## config.mk

```make
export PLATFORM = sky130hd
export DESIGN_NAME = cacheline_adaptor
export DESIGN_NICKNAME = d
export VERILOG_FILES = /design/src/rtl/cacheline_adaptor.sv
export SDC_FILE = /design/constraint.sdc
export NUM_CORES = 1
export LEC_CHECK = 0
export BUFFER_PORTS_ARGS = -buffer_cell sky130_fd_sc_hd__buf_2
export CORE_AREA = 3 3 278 280
export CTS_BUF_LIST = sky130_fd_sc_hd__clkbuf_16
export DETAILED_ROUTE_END_ITERATION = 12
export DIE_AREA = 0 0 281 283
export GPL_TIMING_DRIVEN = 0
export PLACE_DENSITY = 0.53
export SLEW_MARGIN = 20
export SYNTH_ARGS = -nofsm -noshare
export SYNTH_HDL_FRONTEND = slang
export SYNTH_SLANG_ARGS = --single-unit
```

## constraint.sdc

```tcl
create_clock -name clk -period 2.4 [get_ports clk]
set_clock_uncertainty 0.05 [all_clocks]
set_input_delay 0.48 -clock clk [delete_from_list [all_inputs] [get_ports clk]]
set_output_delay 0.48 -clock clk [all_outputs]
set_load 0.005 [all_outputs]
```

## src/rtl/cacheline_adaptor.sv

```systemverilog
// cacheline_adaptor: converts one full cache-line request from the cache pmem
// port into a fixed-length burst of BURST_WIDTH beats on physical memory.
//   Upstream  : address_i, read_i, write_i, line_i -> line_o, resp_o
//   Downstream: address_o, read_o, write_o, burst_o -> burst_i, resp_i
//   Clock/reset: clk, rst (synchronous, active-high)
// Optional feature macro BURST_TIMEOUT_EN: adds a per-beat watchdog and the
// err_o port; a burst with no resp_i for TIMEOUT_CYCLES is aborted with
// resp_o and err_o pulsed together.
module cacheline_adaptor #(
    parameter int unsigned LINE_WIDTH     = 256,
    parameter int unsigned BURST_WIDTH    = 64,
    parameter int unsigned ADDR_WIDTH     = 32,
    parameter int unsigned TIMEOUT_CYCLES = 1024
) (
    input  logic                   clk,
    input  logic                   rst,
    input  logic [ADDR_WIDTH-1:0]  address_i,
    input  logic                   read_i,
    input  logic                   write_i,
    input  logic [LINE_WIDTH-1:0]  line_i,
    output logic [LINE_WIDTH-1:0]  line_o,
    output logic                   resp_o,
    output logic [ADDR_WIDTH-1:0]  address_o,
    output logic                   read_o,
    output logic                   write_o,
    output logic [BURST_WIDTH-1:0] burst_o,
    input  logic [BURST_WIDTH-1:0] burst_i,
    input  logic                   resp_i
`ifdef BURST_TIMEOUT_EN
    ,
    output logic                   err_o
`endif
);

    localparam int unsigned N     = LINE_WIDTH / BURST_WIDTH;
    localparam int unsigned CNT_W = (N > 1) ? $clog2(N) : 1;
    localparam int unsigned OFF_W = $clog2(LINE_WIDTH / 8);
    localparam logic [ADDR_WIDTH-1:0] ADDR_MASK =
        ~ADDR_WIDTH'((64'd1 << OFF_W) - 64'd1);

    // Elaboration-time sanity check of the geometry.
    if ((LINE_WIDTH % BURST_WIDTH) != 0 || N < 1 || TIMEOUT_CYCLES == 0 ||
        ADDR_WIDTH <= OFF_W) begin : g_param_check
        $error("cacheline_adaptor: illegal parameter combination");
    end

    typedef enum logic [1:0] {
        S_IDLE  = 2'd0,
        S_READ  = 2'd1,
        S_WRITE = 2'd2,
        S_DONE  = 2'd3
    } state_t;

    state_t                          r_state, w_state_nxt;
    logic [CNT_W-1:0]                r_cnt, w_cnt_nxt;
    logic [N-1:0][BURST_WIDTH-1:0]   r_wline, w_wline_nxt;
    logic [N-1:0][BURST_WIDTH-1:0]   r_line, w_line_nxt;
    logic [ADDR_WIDTH-1:0]           r_addr, w_addr_nxt;
    logic [BURST_WIDTH-1:0]          r_burst, w_burst_nxt;
    logic                            r_read, w_read_nxt;
    logic                            r_write, w_write_nxt;
    logic                            r_resp, w_resp_nxt;
    logic                            w_last;

`ifdef BURST_TIMEOUT_EN
    localparam int unsigned WD_W = $clog2(TIMEOUT_CYCLES + 1);
    logic [WD_W-1:0]                 r_wdog, w_wdog_nxt;
    logic                            r_err, w_err_nxt;
`endif

    assign w_last = (r_cnt == CNT_W'(N - 1));

    // Next-state and next-output logic.
    always_comb begin
        w_state_nxt = r_state;
        w_cnt_nxt   = r_cnt;
        w_wline_nxt = r_wline;
        w_line_nxt  = r_line;
        w_addr_nxt  = r_addr;
        w_read_nxt  = 1'b0;
        w_write_nxt = 1'b0;
        w_resp_nxt  = 1'b0;
        w_burst_nxt = '0;
`ifdef BURST_TIMEOUT_EN
        w_wdog_nxt  = '0;
        w_err_nxt   = 1'b0;
`endif
        case (r_state)
            S_IDLE: begin
                // Write wins over a simultaneous read (writeback before refill).
                if (write_i) begin
                    w_state_nxt = S_WRITE;
                    w_wline_nxt = line_i;
                    w_addr_nxt  = address_i & ADDR_MASK;
                    w_cnt_nxt   = '0;
                    w_write_nxt = 1'b1;
                end else if (read_i) begin
                    w_state_nxt = S_READ;
                    w_addr_nxt  = address_i & ADDR_MASK;
                    w_cnt_nxt   = '0;
                    w_read_nxt  = 1'b1;
                end
            end
            S_WRITE: begin
                w_write_nxt = 1'b1;
                if (resp_i) begin
                    if (w_last) begin
                        w_state_nxt = S_DONE;
                        w_write_nxt = 1'b0;
                        w_resp_nxt  = 1'b1;
                        w_cnt_nxt   = '0;
                    end else begin
                        w_cnt_nxt = r_cnt + CNT_W'(1);
                    end
                end
            end
            S_READ: begin
                w_read_nxt = 1'b1;
                if (resp_i) begin
                    w_line_nxt[r_cnt] = burst_i;
                    if (w_last) begin
                        w_state_nxt = S_DONE;
                        w_read_nxt  = 1'b0;
                        w_resp_nxt  = 1'b1;
                        w_cnt_nxt   = '0;
                    end else begin
                        w_cnt_nxt = r_cnt + CNT_W'(1);
                    end
                end
            end
            S_DONE: begin
                w_state_nxt = S_IDLE;
                w_cnt_nxt   = '0;
            end
            default: begin
                w_state_nxt = S_IDLE;
                w_cnt_nxt   = '0;
            end
        endcase
`ifdef BURST_TIMEOUT_EN
        // Watchdog counts consecutive beat-less cycles inside a burst.
        if ((r_state == S_READ || r_state == S_WRITE) && !resp_i) begin
            w_wdog_nxt = r_wdog + WD_W'(1);
            if (r_wdog == WD_W'(TIMEOUT_CYCLES - 1)) begin
                w_state_nxt = S_DONE;
                w_read_nxt  = 1'b0;
                w_write_nxt = 1'b0;
                w_resp_nxt  = 1'b1;
                w_err_nxt   = 1'b1;
                w_cnt_nxt   = '0;
                w_wdog_nxt  = '0;
            end
        end
`endif
        // Beat data is registered so it tracks the counter after each ack.
        if (w_state_nxt == S_WRITE) begin
            w_burst_nxt = w_wline_nxt[w_cnt_nxt];
        end
    end

    // State and output registers.
    always_ff @(posedge clk) begin
        if (rst) begin
            r_state <= S_IDLE;
            r_cnt   <= '0;
            r_wline <= '0;
            r_line  <= '0;
            r_addr  <= '0;
            r_burst <= '0;
            r_read  <= 1'b0;
            r_write <= 1'b0;
            r_resp  <= 1'b0;
`ifdef BURST_TIMEOUT_EN
            r_wdog  <= '0;
            r_err   <= 1'b0;
`endif
        end else begin
            r_state <= w_state_nxt;
            r_cnt   <= w_cnt_nxt;
            r_wline <= w_wline_nxt;
            r_line  <= w_line_nxt;
            r_addr  <= w_addr_nxt;
            r_burst <= w_burst_nxt;
            r_read  <= w_read_nxt;
            r_write <= w_write_nxt;
            r_resp  <= w_resp_nxt;
`ifdef BURST_TIMEOUT_EN
            r_wdog  <= w_wdog_nxt;
            r_err   <= w_err_nxt;
`endif
        end
    end

    assign line_o    = r_line;
    assign resp_o    = r_resp;
    assign address_o = r_addr;
    assign read_o    = r_read;
    assign write_o   = r_write;
    assign burst_o   = r_burst;
`ifdef BURST_TIMEOUT_EN
    assign err_o     = r_err;
`endif

endmodule

```

==> impl_results.md <==
- GRT Total Usage: 0.245
- Final hold vios: 0
- Crit start category: flip-flop
- Root buf cell: clkbuf_16
- Final Core Density: 0.415
- Worst path bufs/invs: 5
- # IOs: 712
- Syn-to-layout area delta: 31.1%
- DIE AREA: about 80,000 µm²
- Via count: 23,100
- Most frequent cells in the layout: nand2_1, buf_2, dfxtp_1, a21oi_1, nand2b_1
- Commonest non-fill, non-tap cell in the layout: nand2_1
- GPL Wtd Cong: 0.880
- Clk_lat worst skew: 0.61 ns
- Worst hold path type: in2reg
- DRC Markers: 0
- R2r startpoint: r_state[0]
- Hold path depth: 3
- Largest net degree at the start of global routing: 14
- Final worst slack: 0.0654 ns
- Yosys cell types: 38
- Worst Hold Margin: ~0.045 ns
- Critical path's top delay family: buffers and inverters
- CP most frequent cell: buf_6
- Post-Place Cells: 4,577
- Row count: 100
- Post-DP Area: 28,400 µm²
- Min-delay src: address_i[15]
- Clk slew on worst S/H paths: 0.06 ns
- ANT nets after route: 0
- Max-slew headroom: 0.295
- Slew Limit Fails: 0
- Async set-reset flop share out of synthesis: 0
- Share of cells above drive strength 1: 0.258
- Avg Vias per Cell: 4.90
- Overflow after GRT: 0
- Synth area leaders: dfxtp_1, nand2_1, a21oi_1
- Syn Area/Cell: 8.15 µm²
- Reg2Reg Depth: 10
- Worst slew pin tran: roughly 1.1 ns
- Detailed Place HPWL: 78,500 µm
- Pre-Repair DR Iteration Count: 5
- Mapped Cells: about 2,900
- Setup-failing EPs final: 0
- Post-route cell area: about 31,000 µm²
- Post-synth EDFFs: 0
- Register area share after synthesis: 0.516
- Initial antenna violation count: 30
- Period utilization: 0.973
- Slowest-stage cell, CP: dfxtp_4
- WS Path Type: reg2reg
- CTS Hold Bufs: 0
- Outcome: finished clean
- Syn Std Cell Area: around 24,000 µm²
- PortBufs: 700
- Max incr delay on CP: 0.38 ns
- CTS H-Tree Depth: 3
- Area share of the largest cell type after synthesis: 0.516
- Pwr Density: 792 nW/µm²
- YS warnings: 0
- Fin cells: ~4,700
- Nets: 4,041
- Predominant post-synthesis flop cell: dfxtp_1
- Max Cap Viol: 0
- Crit path cell chain: inv_1 -> ha_4 -> buf_6 -> nand3b_1 -> o211a_1 -> buf_4 -> buf_12 -> buf_6 -> mux2i_1 -> o32ai_2
- R2r endpoint: burst_o[42]
- TritonCTS clock tree: yes
- Routed len/inst: 21.6 µm
- Longest Clk Path Bufs: 3
- RSZ-0062 raised after global routing: true
- Die Width: between 200 and 300 µm
- Leakage: 13.9 nW
- Final min period: between 2 and 2.5 ns
- First-pass GRT wire length: 146,000 µm
- Iter 0 DRT Violations: 1,490
- Initial Utilization: 0.317
- Die Y: 283 µm
- WHS Endpoint: address_o[15]
- Post-synthesis register bit count: 610
- Vias in the first global route: 22,200
- Top cell type by total area after synthesis: dfxtp_1
- Detailed Route WL: 102,000 µm
- CORE AREA: 74,700 µm²
- Crit-path max FO: 10
- Max VDD drop: 0.469 mV
- Worst Path Arrival: 2.80 ns
- DP Worst Slack: -0.880 ns
- CP required: 2.86 ns
- Fmax: 428 MHz
- R2R setup slack: about 0.065 ns
- Clock sinks: a little over 600
- Crit. End Element: flip-flop
- Number of CTS-inserted buffers: 70
==> per-layer routing <==
layer / wire, µm / part of all wire / GRT usage / up-vias
li1: - / - / - / 11100
met1: 42300 / 0.42 / 0.303 / 11000
met2: 48700 / 0.48 / 0.415 / 735
met3: 7010 / 0.069 / 0.0582 / 204
met4: 3420 / 0.034 / 0.0827 / 24
met5: 167 / 0.0016 / 0 / -
==> kinds of logic (layout without fill, tap and decap cells) <==
kind of cell / Yosys count / count (layout) / share of synthesized area
flops: 610 / 610 / 0.516
buf+inv: 243 / 1059 / 0.0491
compound gates: 680 / 680 / 0.164
fa+ha+maj: 8 / 8 / 0.00423
mux: 128 / 128 / 0.0541
other cells: 1 / 21 / 0.000158
simple gates: 1234 / 1234 / 0.212
==> metrics by stage <==
step	power [W]	TNS (ns)
global route	0.0255	-0.115
floorplan	0.0124	0
global placement	0.0137	-276.95
detailed placement	0.0137	-268.10
CTS	0.0247	-0.939
finish	0.0246	0
==> final cells by class <==
type                    instances  area (µm²)
inverters                       7        26.3
repair buffers                701        3510
diodes                         16        40.0
clock buffers                  70        1750
clock inverters                50         556
fillers                      7790       43700
multi-input cells            2055       10400
flip-flops and latches        610       12200
well taps                     969        1210
plain buffers                 231        1270
==> repair_timing <==
item | in CTS | in global routing
pin swaps | 2 | 0
setup endpoints to repair | 560 | 549
gates resized for setup | 67 | 58
setup buffers | 1 | 0
==> sequential cells by signal, indices dropped and copies added (netlist names) <==
| name | cells |
|---|---|
| resp_o | 1 |
| r_cnt | 2 |
| write_o | 1 |
| read_o | 1 |
| line_o | 256 |
| burst_o | 64 |
| address_o | 27 |
| r_state | 2 |
| r_wline | 256 |
==> where the power goes <==
group	switching [W]	internal [W]
Combinational	0.00177	0.00106
Sequential	0.000202	0.0106
Clock	0.00456	0.00643
==> cells in the mapped netlist (8+ instances only) <==
master / instances
buf_6: 21
buf_4: 8
dfxtp_1: 610
mux2i_1: 128
o32ai_2: 22
nand2b_1: 130
nand2_1: 1079
buf_2: 34
o32ai_1: 42
buf_1: 27
ha_1: 8
clkbuf_1: 144
o21ai_0: 64
a21oi_1: 541
==> how the worst max path moves through the flow <==
| stage | cells after the start | from | endpoint |
|---|---|---|---|
| 2_1_floorplan | 8 | r_state[0] | burst_o[14] |
| 3_3_place_gp | 9 | r_state[0] | burst_o[42] |
| 3_5_place_dp | 9 | r_state[0] | burst_o[42] |
| 4_1_cts | 8 | r_state[1] | burst_o[42] |
| 5_1_grt | 8 | r_state[0] | address_o[13] |
| 6_report | 10 | r_state[0] | burst_o[42] |
==> tightest hold or removal path, stage by stage <==
cell     delay (ns)
buf_2          0.09
nand2_1        0.05
a21oi_1        0.05
(Power assumes the default switching activity.)
